==> config.mk <==
export PLATFORM = sky130hd
export DESIGN_NAME = mem_initiator_flat
export DESIGN_NICKNAME = d
export VERILOG_FILES = /design/src/rtl/mem_initiator_pkg.sv /design/src/rtl/mem_initiator_if.sv /design/src/rtl/mem_initiator_wait_timer.sv /design/src/rtl/mem_initiator.sv /design/src/flat_wrapper.sv
export SDC_FILE = /design/constraint.sdc
export NUM_CORES = 1
export LEC_CHECK = 0
export ABC_CLOCK_PERIOD_IN_PS = 2200
export CAP_MARGIN = 40
export CORE_ASPECT_RATIO = 0.8
export CORE_MARGIN = 1.5
export CORE_UTILIZATION = 47
export DETAILED_ROUTE_END_ITERATION = 12
export PLACE_DENSITY_LB_ADDON = 0.15
export SLEW_MARGIN = 20
export SYNTH_ARGS = -nofsm -noshare
export SYNTH_HDL_FRONTEND = slang
export SYNTH_SLANG_ARGS = --single-unit
==> constraint.sdc <==
create_clock -name clk -period 2.2 [get_ports clk]
set_clock_uncertainty 0.05 [all_clocks]
set_input_delay 0.55 -clock clk [delete_from_list [all_inputs] [get_ports clk]]
set_output_delay 0.55 -clock clk [all_outputs]
set_load 0.05 [all_outputs]
==> src/rtl/mem_initiator_pkg.sv <==
// Shared definitions for the host-side initiator and the memory-side FSM:
// state encoding, operation codes and the wait-timer width.
package mem_initiator_pkg;

    typedef enum logic [1:0] {
        ST_IDLE    = 2'd0,
        ST_SETUP   = 2'd1,
        ST_ACCESS  = 2'd2,
        ST_RELEASE = 2'd3
    } state_e;

    localparam logic OP_READ  = 1'b0;
    localparam logic OP_WRITE = 1'b1;

    localparam int TIMER_W = 8;

    // Echoed operation must match the one that was issued.
    function automatic logic rw_matches(input logic op, input logic rw);
        return (op == rw);
    endfunction

endpackage

==> src/rtl/mem_initiator_if.sv <==
// Host handshake plus memory-side select/op/valid bus of the initiator,
// with the initiator (master) and the host/memory environment (slave) views.
interface mem_initiator_if #(
    parameter int ADDR_W = 4
);
    logic              host_req;
    logic              host_we;
    logic [ADDR_W-1:0] host_addr;
    logic              host_wdata;
    logic              host_ready;
    logic              host_done;
    logic              host_err;
    logic              host_rdata;
    logic              select;
    logic              op;
    logic [ADDR_W-1:0] addr;
    logic              wdata;
    logic              valid;
    logic              rw;
    logic              rdata;

    modport master (
        input  host_req, host_we, host_addr, host_wdata, valid, rw, rdata,
        output host_ready, host_done, host_err, host_rdata, select, op, addr, wdata
    );

    modport slave (
        output host_req, host_we, host_addr, host_wdata, valid, rw, rdata,
        input  host_ready, host_done, host_err, host_rdata, select, op, addr, wdata
    );
endinterface

==> src/rtl/mem_initiator_wait_timer.sv <==
// Saturating 8-bit wait counter; expired is high once TIMEOUT-1 cycles of
// enable have elapsed since the last clear.
module wait_timer
    import mem_initiator_pkg::*;
#(
    parameter int TIMEOUT = 8
) (
    input  logic clk,
    input  logic reset,
    input  logic clear_i,
    input  logic enable_i,
    output logic expired_o
);
    localparam logic [TIMER_W-1:0] LIMIT = TIMER_W'(TIMEOUT - 1);

    logic [TIMER_W-1:0] cnt_q;
    logic [TIMER_W-1:0] cnt_d;

    // Next count: clear wins, then count up and hold at the limit.
    always_comb begin
        cnt_d = cnt_q;
        if (clear_i) begin
            cnt_d = '0;
        end else if (enable_i && (cnt_q != LIMIT)) begin
            cnt_d = cnt_q + 8'd1;
        end else begin
            cnt_d = cnt_q;
        end
    end

    // Counter register.
    always_ff @(posedge clk) begin
        if (reset) begin
            cnt_q <= '0;
        end else begin
            cnt_q <= cnt_d;
        end
    end

    assign expired_o = (cnt_q == LIMIT);

endmodule

==> src/rtl/mem_initiator.sv <==
// Host-side initiator: accepts one host access, drives select/op/addr/wdata to
// the memory-side FSM and reports completion, rw mismatch or timeout.
module mem_initiator
    import mem_initiator_pkg::*;
#(
    parameter int ADDR_W  = 4,
    parameter int TIMEOUT = 8
) (
    input  logic                  clk,
    input  logic                  reset,
    mem_initiator_if.master       bus
);
    state_e            state_q, state_d;
    logic              op_q, op_d;
    logic [ADDR_W-1:0] addr_q, addr_d;
    logic              wdata_q, wdata_d;
    logic              select_q, select_d;
    logic              host_ready_q, host_ready_d;
    logic              host_done_q, host_done_d;
    logic              host_err_q, host_err_d;
    logic              host_rdata_q, host_rdata_d;
    logic              valid_s;
    logic              expired_s;

    // A response only counts while the cell is actually selected.
    assign valid_s = select_q & bus.valid;

    wait_timer #(.TIMEOUT(TIMEOUT)) u_wait_timer (
        .clk       (clk),
        .reset     (reset),
        .clear_i   (state_q == ST_SETUP),
        .enable_i  (state_q == ST_ACCESS),
        .expired_o (expired_s)
    );

    // State and output registers.
    always_ff @(posedge clk) begin
        if (reset) begin
            state_q      <= ST_IDLE;
            op_q         <= OP_READ;
            addr_q       <= '0;
            wdata_q      <= 1'b0;
            select_q     <= 1'b0;
            host_ready_q <= 1'b1;
            host_done_q  <= 1'b0;
            host_err_q   <= 1'b0;
            host_rdata_q <= 1'b0;
        end else begin
            state_q      <= state_d;
            op_q         <= op_d;
            addr_q       <= addr_d;
            wdata_q      <= wdata_d;
            select_q     <= select_d;
            host_ready_q <= host_ready_d;
            host_done_q  <= host_done_d;
            host_err_q   <= host_err_d;
            host_rdata_q <= host_rdata_d;
        end
    end

    // Next-state logic; a response in the last allowed cycle beats the timeout.
    always_comb begin
        state_d = state_q;
        case (state_q)
            ST_IDLE: begin
                if (bus.host_req) state_d = ST_SETUP;
                else              state_d = ST_IDLE;
            end
            ST_SETUP:   state_d = ST_ACCESS;
            ST_ACCESS: begin
                if (valid_s || expired_s) state_d = ST_RELEASE;
                else                      state_d = ST_ACCESS;
            end
            ST_RELEASE: state_d = ST_IDLE;
            default:    state_d = ST_IDLE;
        endcase
    end

    // Output next values, registered so no input reaches an output combinationally.
    always_comb begin
        op_d         = op_q;
        addr_d       = addr_q;
        wdata_d      = wdata_q;
        host_err_d   = host_err_q;
        host_rdata_d = host_rdata_q;
        if ((state_q == ST_IDLE) && bus.host_req) begin
            op_d    = bus.host_we;
            addr_d  = bus.host_addr;
            wdata_d = bus.host_wdata;
        end else begin
            op_d    = op_q;
            addr_d  = addr_q;
            wdata_d = wdata_q;
        end
        if ((state_q == ST_ACCESS) && valid_s) begin
            if (rw_matches(op_q, bus.rw)) begin
                host_err_d = 1'b0;
                if (op_q == OP_READ) host_rdata_d = bus.rdata;
                else                 host_rdata_d = host_rdata_q;
            end else begin
                host_err_d = 1'b1;
            end
        end else if ((state_q == ST_ACCESS) && expired_s) begin
            host_err_d = 1'b1;
        end else begin
            host_err_d = host_err_q;
        end
        select_d     = (state_d == ST_ACCESS);
        host_ready_d = (state_d == ST_IDLE);
        host_done_d  = (state_d == ST_RELEASE);
    end

    assign bus.op         = op_q;
    assign bus.addr       = addr_q;
    assign bus.wdata      = wdata_q;
    assign bus.select     = select_q;
    assign bus.host_ready = host_ready_q;
    assign bus.host_done  = host_done_q;
    assign bus.host_err   = host_err_q;
    assign bus.host_rdata = host_rdata_q;

endmodule

==> src/flat_wrapper.sv <==
// flat-port wrapper written by rule: the top's interface ports become plain ports
module mem_initiator_flat import mem_initiator_pkg::*;
#(
    parameter int ADDR_W  = 4,
    parameter int TIMEOUT = 8
)
  (clk, reset, bus_host_req, bus_host_we, bus_host_addr, bus_host_wdata, bus_valid, bus_rw, bus_rdata, bus_host_ready, bus_host_done, bus_host_err, bus_host_rdata, bus_select, bus_op, bus_addr, bus_wdata);
  mem_initiator_if #(.ADDR_W(ADDR_W)) bus_i ();
  input  logic clk;
  input  logic reset;
  input wire logic [$bits(bus_i.host_req)-1:0] bus_host_req;
  input wire logic [$bits(bus_i.host_we)-1:0] bus_host_we;
  input wire logic [$bits(bus_i.host_addr)-1:0] bus_host_addr;
  input wire logic [$bits(bus_i.host_wdata)-1:0] bus_host_wdata;
  input wire logic [$bits(bus_i.valid)-1:0] bus_valid;
  input wire logic [$bits(bus_i.rw)-1:0] bus_rw;
  input wire logic [$bits(bus_i.rdata)-1:0] bus_rdata;
  output wire logic [$bits(bus_i.host_ready)-1:0] bus_host_ready;
  output wire logic [$bits(bus_i.host_done)-1:0] bus_host_done;
  output wire logic [$bits(bus_i.host_err)-1:0] bus_host_err;
  output wire logic [$bits(bus_i.host_rdata)-1:0] bus_host_rdata;
  output wire logic [$bits(bus_i.select)-1:0] bus_select;
  output wire logic [$bits(bus_i.op)-1:0] bus_op;
  output wire logic [$bits(bus_i.addr)-1:0] bus_addr;
  output wire logic [$bits(bus_i.wdata)-1:0] bus_wdata;
  assign bus_i.host_req = bus_host_req;
  assign bus_i.host_we = bus_host_we;
  assign bus_i.host_addr = bus_host_addr;
  assign bus_i.host_wdata = bus_host_wdata;
  assign bus_i.valid = bus_valid;
  assign bus_i.rw = bus_rw;
  assign bus_i.rdata = bus_rdata;
  assign bus_host_ready = bus_i.host_ready;
  assign bus_host_done = bus_i.host_done;
  assign bus_host_err = bus_i.host_err;
  assign bus_host_rdata = bus_i.host_rdata;
  assign bus_select = bus_i.select;
  assign bus_op = bus_i.op;
  assign bus_addr = bus_i.addr;
  assign bus_wdata = bus_i.wdata;
  mem_initiator #(.ADDR_W(ADDR_W), .TIMEOUT(TIMEOUT)) u_core (.clk(clk), .reset(reset), .bus(bus_i));
endmodule
==> flow_summary_export.csv, run 1 <==
group,metric,value,unit
status,status,"finished clean",
hold_path,hp-start,"u_core.bus.wdata",
sta,maxSlewHeadroom,65.9,%
sta,setup_viol,0,
place,dpl.hpwl,1560,um
cts,clock-sinks,21,
drt,vias_per_cell,5.54,
place,dp.cells,156,
power_and_ir_drop,power_frac_clock,18.1,%
grt,grt_usage,20.3,%
critical_path,r2r-start,"u_core.state_q[0]",
cts,clkSlewWorstSetupHoldPaths,0.11,ns
drt,top_layer_used,"met4",
layout,n_antenna_cell,0,
critical_path,worstPathCellList,"clkdlybuf4s50_1",
critical_path,crit_slowest_cell,"clkdlybuf4s50_1",
drt,drt_wl_total,2070,um
synthesis,synth_warnings,0,
hold_path,holdPathEnd,"u_core.bus.wdata",
hold_path,min_path_cells,2,
critical_path,worstPathArrival,1.51,ns
sta,finalHoldViolCount,0,
critical_path,crit-reg2reg-capture,"u_core.bus.host_ready",
power_and_ir_drop,power.density,809,nW/um^2
place,dp_slack,0.298,ns
cts,cts_tree,"yes",
grt,grt_pass1_wl,3360,um
sta,rsz0062_at_grt,"false",
cts,clk-insertion-delay-late,0.30,ns
power_and_ir_drop,seq_power_share,44.6,%
sta,fmax,474,MHz
drt,drc,0,
floorplan,initial_utilization,50.7,%
sta,finalMaxSlewViolations,0,
cts,cts-root-buf,"clkbuf_4",
drt,wl_met2,914,um
power_and_ir_drop,worst_ir_drop_vdd,0.552,mV
cts,htree_levels,1,
floorplan,die_w,53.8,um
floorplan,rows,14,
power_and_ir_drop,switching_share,37.1,%
power_and_ir_drop,p_sw,375,uW
place,numPortBuffers,22,
synthesis,synthCells,111,
synthesis,syn_avg_cell_area,8.72,sq um
drt,ant_nets,0,
layout,final_common_cell,"clkdlybuf4s50_1",
drt,vias,887,
layout,mostFrequentLayoutCells,"22 x clkdlybuf4s50_1, 21 x dfxtp_1, 14 x nand2_1",
critical_path,cp-start-kind,"flip-flop",
power_and_ir_drop,p_int,635,uW
drt,met1_length,973,um
sta,min_period,2.11,ns
sta,final.period_utilization,96.0,%
critical_path,crit_buf_inv,1,
drt,post_drt_wl_per_cell,12.9,um
floorplan,design.die.area,2340,sq um
synthesis,synthesis.area,968,sq um
sta,setup_ws,0.0887,ns
cts,cts_resized,0,
power_and_ir_drop,p_comb_share,37.3,%
cts,numCtsBuffers,3,
grt,grt_max_degree,12,
critical_path,endpoint_kind,"output port",
sta,setup_tns,0,ns
drt,drt-initial-drc-count,43,
flow_run,max_cap_viol_count,0,
cts,clockBufferDepth,2,
synthesis,yosys.area.top_type_share,43.4,%
synthesis,synth.distinct_cells,28,
power_and_ir_drop,leakagePower,0.000453,uW
critical_path,worst-r2r-cell-count,5,
drt,dr_wl_met3,160,um
synthesis,synth.yosys.seq_area_share,43.4,%
layout,finalNonFillerCells,160,
critical_path,worst-setup-path-type,"reg -> out",
floorplan,die_y,43.6,um
critical_path,cp_slowest_stage_delay,0.82,ns
grt,antenna_found_initial,0,
layout,final_nets,155,
floorplan,io_pins,23,
place,gp_congestion,0.841,
synthesis,ys_ff_latch,21,
critical_path,critPathTopFamily,"buffers and inverters",
critical_path,crit_fanout,4,
layout,area_delta_synth_final,28.9,%
grt,grt_pass1_vias,781,
synthesis,syn_nets,129,
layout,layout-drive-gt1-share,8.09,%
floorplan,core,1910,sq um
synthesis,yosysTopAreaCell,"dfxtp_1",
cts,postCtsSetupRepairBufs,0,
critical_path,r2r_setup_slack,0.29,ns
sta,worst_hold_slack,0.414,ns
critical_path,critPathRequiredTime,1.60,ns
drt,first_pass_iters,4,
synthesis,yosys-top-cells-area,"dfxtp_1 43%, ha_1 7.8%, a21oi_1 6.2%",
sta,worst_pin_slew,0.510,ns
hold_path,hold_class,"reg -> reg",
grt,gr-total-overflow,0,
cts,ctsHoldBuffers,0,
[synth_stat cells]
cell type and number:
nand3_1 9, nand4_1 5, inv_1 6, or2_2 1, or3_1 3, a31oi_1 1
nor2_1 6, or3_2 1, nand2b_1 1, a311o_1 1, a311oi_1 1, a32o_1 1
clkbuf_1 3, o311a_2 1, or4_4 2, o21ai_0 4, nand4b_1 1, a211oi_1 1
dfxtp_1 21, xor2_1 1, nor2b_1 3, nand2_1 14, ha_1 6, nor3_1 1
a21oi_1 12, and4bb_2 1, a211o_1 1, mux2i_1 3
[stage by stage]
step | utilization (%) | instance area (sq um) | total power, uW
floorplan | - | 968 | 714
global placement | 64.0 | 1220 | 829
detailed placement | 64.0 | 1220 | 832
CTS | 65.4 | 1250 | 1020
global route | 65.4 | 1250 | 1070
finish | 65.4 | 1250 | 1010
[flip-flops by register name, indices dropped and copies added, names as in the netlist]
signal                     count
u_core.bus.host_err            1
u_core.bus.host_done           1
u_core.state_q                 2
u_core.bus.wdata               1
u_core.u_wait_timer.cnt_q      8
u_core.bus.addr                4
u_core.bus.host_ready          1
u_core.bus.op                  1
u_core.bus.host_rdata          1
u_core.bus.select              1
[layout make-up]
| class | instances | area [sq um] |
|---|---|---|
| fill | 171 | 661 |
| tap | 24 | 30.0 |
| sequential | 21 | 420 |
| multi-input combinational | 81 | 514 |
| clock buffer | 4 | 26.3 |
| timing repair buffer | 24 | 235 |
| inverter | 6 | 22.5 |
[power by group through the flow]
stage	Clock (uW)	Combinational (uW)	Sequential (uW)
floorplan	0	160	554
global placement	0	371	457
detailed placement	0	374	459
CTS	190	377	450
global route	203	408	456
finish	183	377	450
[worst max-delay path by stage]
stage                 startpoint                    end  depth (start not counted)
2_1_floorplan  u_core.state_q[0]  u_core.bus.host_ready                          6
3_3_place_gp   u_core.state_q[0]  u_core.bus.host_ready                          5
3_5_place_dp   u_core.state_q[0]  u_core.bus.host_ready                          5
4_1_cts        u_core.bus.select             bus_select                          1
5_1_grt        u_core.bus.select             bus_select                          1
6_report       u_core.bus.select             bus_select                          1
[kinds of logic after synthesis]
logic type      count (synthesis)  share of synthesized area [%]
buf+inv                         9                           3.49
mux                             3                           3.10
fa+ha+maj                       6                           7.75
flops                          21                           43.4
compound gates                 23                           14.7
xor+xnor                        1                          0.905
simple gates                   48                           26.6
[routing by layer]
layer / vias to the layer above / global-route usage (%)
met4: 0 / 6.15
li1: 448 / -
met1: 401 / 26.5
met5: - / 0
met3: 2 / 7.59
met2: 36 / 31.2
[worst reg2reg max path: cells and delay by family, from the launching register on]
family                   cells  cell delay (ns)
AO/OA/AOI/OAI                1             0.33
adder cells (fa/ha/maj)      1             0.36
buffers and inverters        2             0.19
flip-flops                   1             0.33
AND/OR/NAND/NOR              1             0.56
Power figures use the tool's default switching activity.
==> run 2: changes to the inputs <==
--- a/config.mk
+++ b/config.mk
@@ -11,6 +11,7 @@
 export CORE_MARGIN = 1.5
 export CORE_UTILIZATION = 47
 export DETAILED_ROUTE_END_ITERATION = 12
+export HOLD_SLACK_MARGIN = 0.15
 export PLACE_DENSITY_LB_ADDON = 0.15
 export SLEW_MARGIN = 20
 export SYNTH_ARGS = -nofsm -noshare
==> results of run 2 <==
Same layout as run 1: the final DEF is identical, and so are final timing and power.
==> run 3: changes to the inputs <==
--- a/config.mk
+++ b/config.mk
@@ -5,11 +5,11 @@
 export SDC_FILE = /design/constraint.sdc
 export NUM_CORES = 1
 export LEC_CHECK = 0
-export ABC_CLOCK_PERIOD_IN_PS = 2200
+export ABC_CLOCK_PERIOD_IN_PS = 2600
 export CAP_MARGIN = 40
 export CORE_ASPECT_RATIO = 0.8
 export CORE_MARGIN = 1.5
-export CORE_UTILIZATION = 47
+export CORE_UTILIZATION = 51
 export DETAILED_ROUTE_END_ITERATION = 12
 export HOLD_SLACK_MARGIN = 0.15
 export PLACE_DENSITY_LB_ADDON = 0.15
==> constraint.sdc (replaced) <==
create_clock -name clk -period 2.6 [get_ports clk]
set_clock_uncertainty 0.05 [all_clocks]
set_input_delay 0.65 -clock clk [delete_from_list [all_inputs] [get_ports clk]]
set_output_delay 0.65 -clock clk [all_outputs]
set_load 0.05 [all_outputs]
==> run 3 against run 2 <==
Sequential share of layout area increased by 0.27 points; sequential cell count unchanged; utilization increased by 7.1 points; via count decreased by 1.4%; hold slack got worse by 0.0030 ns; non-clock buffer count decreased by 1; global-route usage increased by 1.6 points; critical path type unchanged; critical endpoint unchanged; largest power group unchanged; highest routed layer unchanged.
==> flow_summary_export.csv, run 3 (synthesis results as in run 1) <==
group,metric,value,unit
status,status,"finished clean",
sta,setup_tns,0,ns
layout,multi_input_area,514,sq um
grt,grt_usage,22.0,%
cts,clock-sinks,21,
place,dpl-instance-area,1210,sq um
drt,vias_per_cell,5.57,
layout,largest_reg_flops,8,
grt,grt_pass1_wl,3620,um
power_and_ir_drop,p_sw,320,uW
layout,mostFrequentLayoutCells,"22 x clkdlybuf4s50_1, 21 x dfxtp_1, 14 x nand2_1",
sta,finalHoldViolCount,0,
drt,post_drt_wl_per_cell,13.1,um
layout,final_nets,154,
drt,drt_wl_total,2060,um
critical_path,worstPathArrival,1.52,ns
cts,clockBufferDepth,2,
critical_path,cp-startpoint,"u_core.bus.select",
sta,maxSlewHeadroom,66.5,%
cts,clkSlewWorstSetupHoldPaths,0.11,ns
floorplan,core,1710,sq um
cts,clk-insertion-delay-late,0.31,ns
drt,drt-initial-drc-count,38,
cts,numCtsBuffers,3,
critical_path,r2r_setup_slack,0.65,ns
drt,first_pass_iters,4,
cts,postCtsSetupRepairBufs,0,
place,gp_congestion,0.889,
cts,ctsHoldBuffers,0,
critical_path,cp-endpoint,"bus_select",
critical_path,worst-path-stages,1,
power_and_ir_drop,leakagePower,0.000448,uW
layout,final_common_cell,"clkdlybuf4s50_1",
critical_path,critPathTopFamily,"buffers and inverters",
grt,gr-total-overflow,0,
cts,htree_levels,1,
critical_path,r2r-start,"u_core.state_q[0]",
cts,cts_tree,"yes",
place,dp.cells,153,
sta,fmax,451,MHz
power_and_ir_drop,worst_ir_drop_vdd,0.536,mV
place,numPortBuffers,22,
critical_path,worst-r2r-cell-count,5,
drt,drc,0,
floorplan,rows,13,
sta,min_period,2.22,ns
critical_path,crit_buf_inv,1,
sta,finalMaxSlewViolations,0,
critical_path,cp-start-kind,"flip-flop",
floorplan,die_y,42.0,um
drt,vias,875,
layout,fillerInstances,132,
critical_path,worstPathCellList,"clkdlybuf4s50_1",
layout,top_register,"u_core.u_wait_timer.cnt_q",
power_and_ir_drop,switching_share,37.4,%
floorplan,io_pins,23,
layout,finalNonFillerCells,157,
floorplan,design.die.area,2170,sq um
layout,seqCellArea,420,sq um
drt,ant_nets,0,
critical_path,cp_slowest_stage_delay,0.82,ns
layout,area_delta_synth_final,27.9,%
power_and_ir_drop,power_frac_clock,18.7,%
critical_path,crit_slowest_cell,"clkdlybuf4s50_1",
grt,grt_pass1_vias,787,
place,dpl.hpwl,1530,um
power_and_ir_drop,seq_power_share,44.3,%
layout,n_antenna_cell,0,
layout,fin_area,1240,sq um
grt,antenna_found_initial,0,
cts,cts-root-buf,"clkbuf_4",
sta,setup_viol,0,
grt,grt_max_degree,12,
critical_path,crit_fanout,4,
sta,worst_pin_slew,0.501,ns
layout,layout-drive-gt1-share,7.41,%
layout,utilization,72.5,%
sta,final.period_utilization,85.2,%
power_and_ir_drop,p_comb_share,37.0,%
floorplan,die_w,51.7,um
critical_path,endpoint_kind,"output port",
sta,rsz0062_at_grt,"false",
cts,cts_resized,0,
critical_path,crit-reg2reg-capture,"u_core.bus.host_ready",
power_and_ir_drop,power.density,691,nW/um^2
hold_path,hold_class,"reg -> reg",
critical_path,critPathRequiredTime,1.90,ns
sta,worst_hold_slack,0.411,ns
critical_path,worst-setup-path-type,"reg -> out",
floorplan,initial_utilization,56.7,%
flow_run,max_cap_viol_count,0,
power_and_ir_drop,p_int,537,uW
[run 3: per-stage QoR]
step,power [uW],setup slack (ns)
2_1_floorplan,604,0.731
3_3_place_gp,697,0.656
3_5_place_dp,701,0.613
4_1_cts,859,0.373
5_1_grt,907,0.336
6_report,856,0.385
[run 3: power groups by stage]
| stage | Combinational [uW] | Clock (uW) | Sequential [uW] |
|---|---|---|---|
| after detailed placement | 315 | 0 | 387 |
| after CTS | 317 | 162 | 380 |
| after floorplan | 135 | 0 | 468 |
| after global placement | 310 | 0 | 386 |
| final | 317 | 160 | 380 |
| after global routing | 346 | 177 | 385 |
[run 3: area by class of cell]
class	instances	area share, %
Timing Repair Buffer	23	18.4
Tap cell	22	2.22
Clock buffer	4	2.12
Inverter	6	1.82
Multi-Input combinational cell	81	41.5
Sequential cell	21	33.9
[run 3: metal layers]
metal  wire length (um)  global-route usage [%]  part of all wire, %
met1                994                    30.5                   48
met2                894                    33.3                   43
met3                155                    7.14                  7.5
met4                 17                    4.74                 0.83
met5                  0                       0                    0
[run 3: worst min-delay path by stage]
stage	startpoint	to	slack (ns)	cells past startpoint
6_report	u_core.bus.wdata	u_core.bus.wdata	0.41	2
3_5_place_dp	u_core.bus.wdata	u_core.bus.wdata	0.40	2
4_1_cts	u_core.bus.wdata	u_core.bus.wdata	0.41	2
5_1_grt	u_core.bus.wdata	u_core.bus.wdata	0.43	2
2_1_floorplan	u_core.u_wait_timer.cnt_q[7]	u_core.u_wait_timer.cnt_q[7]	0.42	2
3_3_place_gp	u_core.bus.addr[1]	u_core.bus.addr[1]	0.39	2
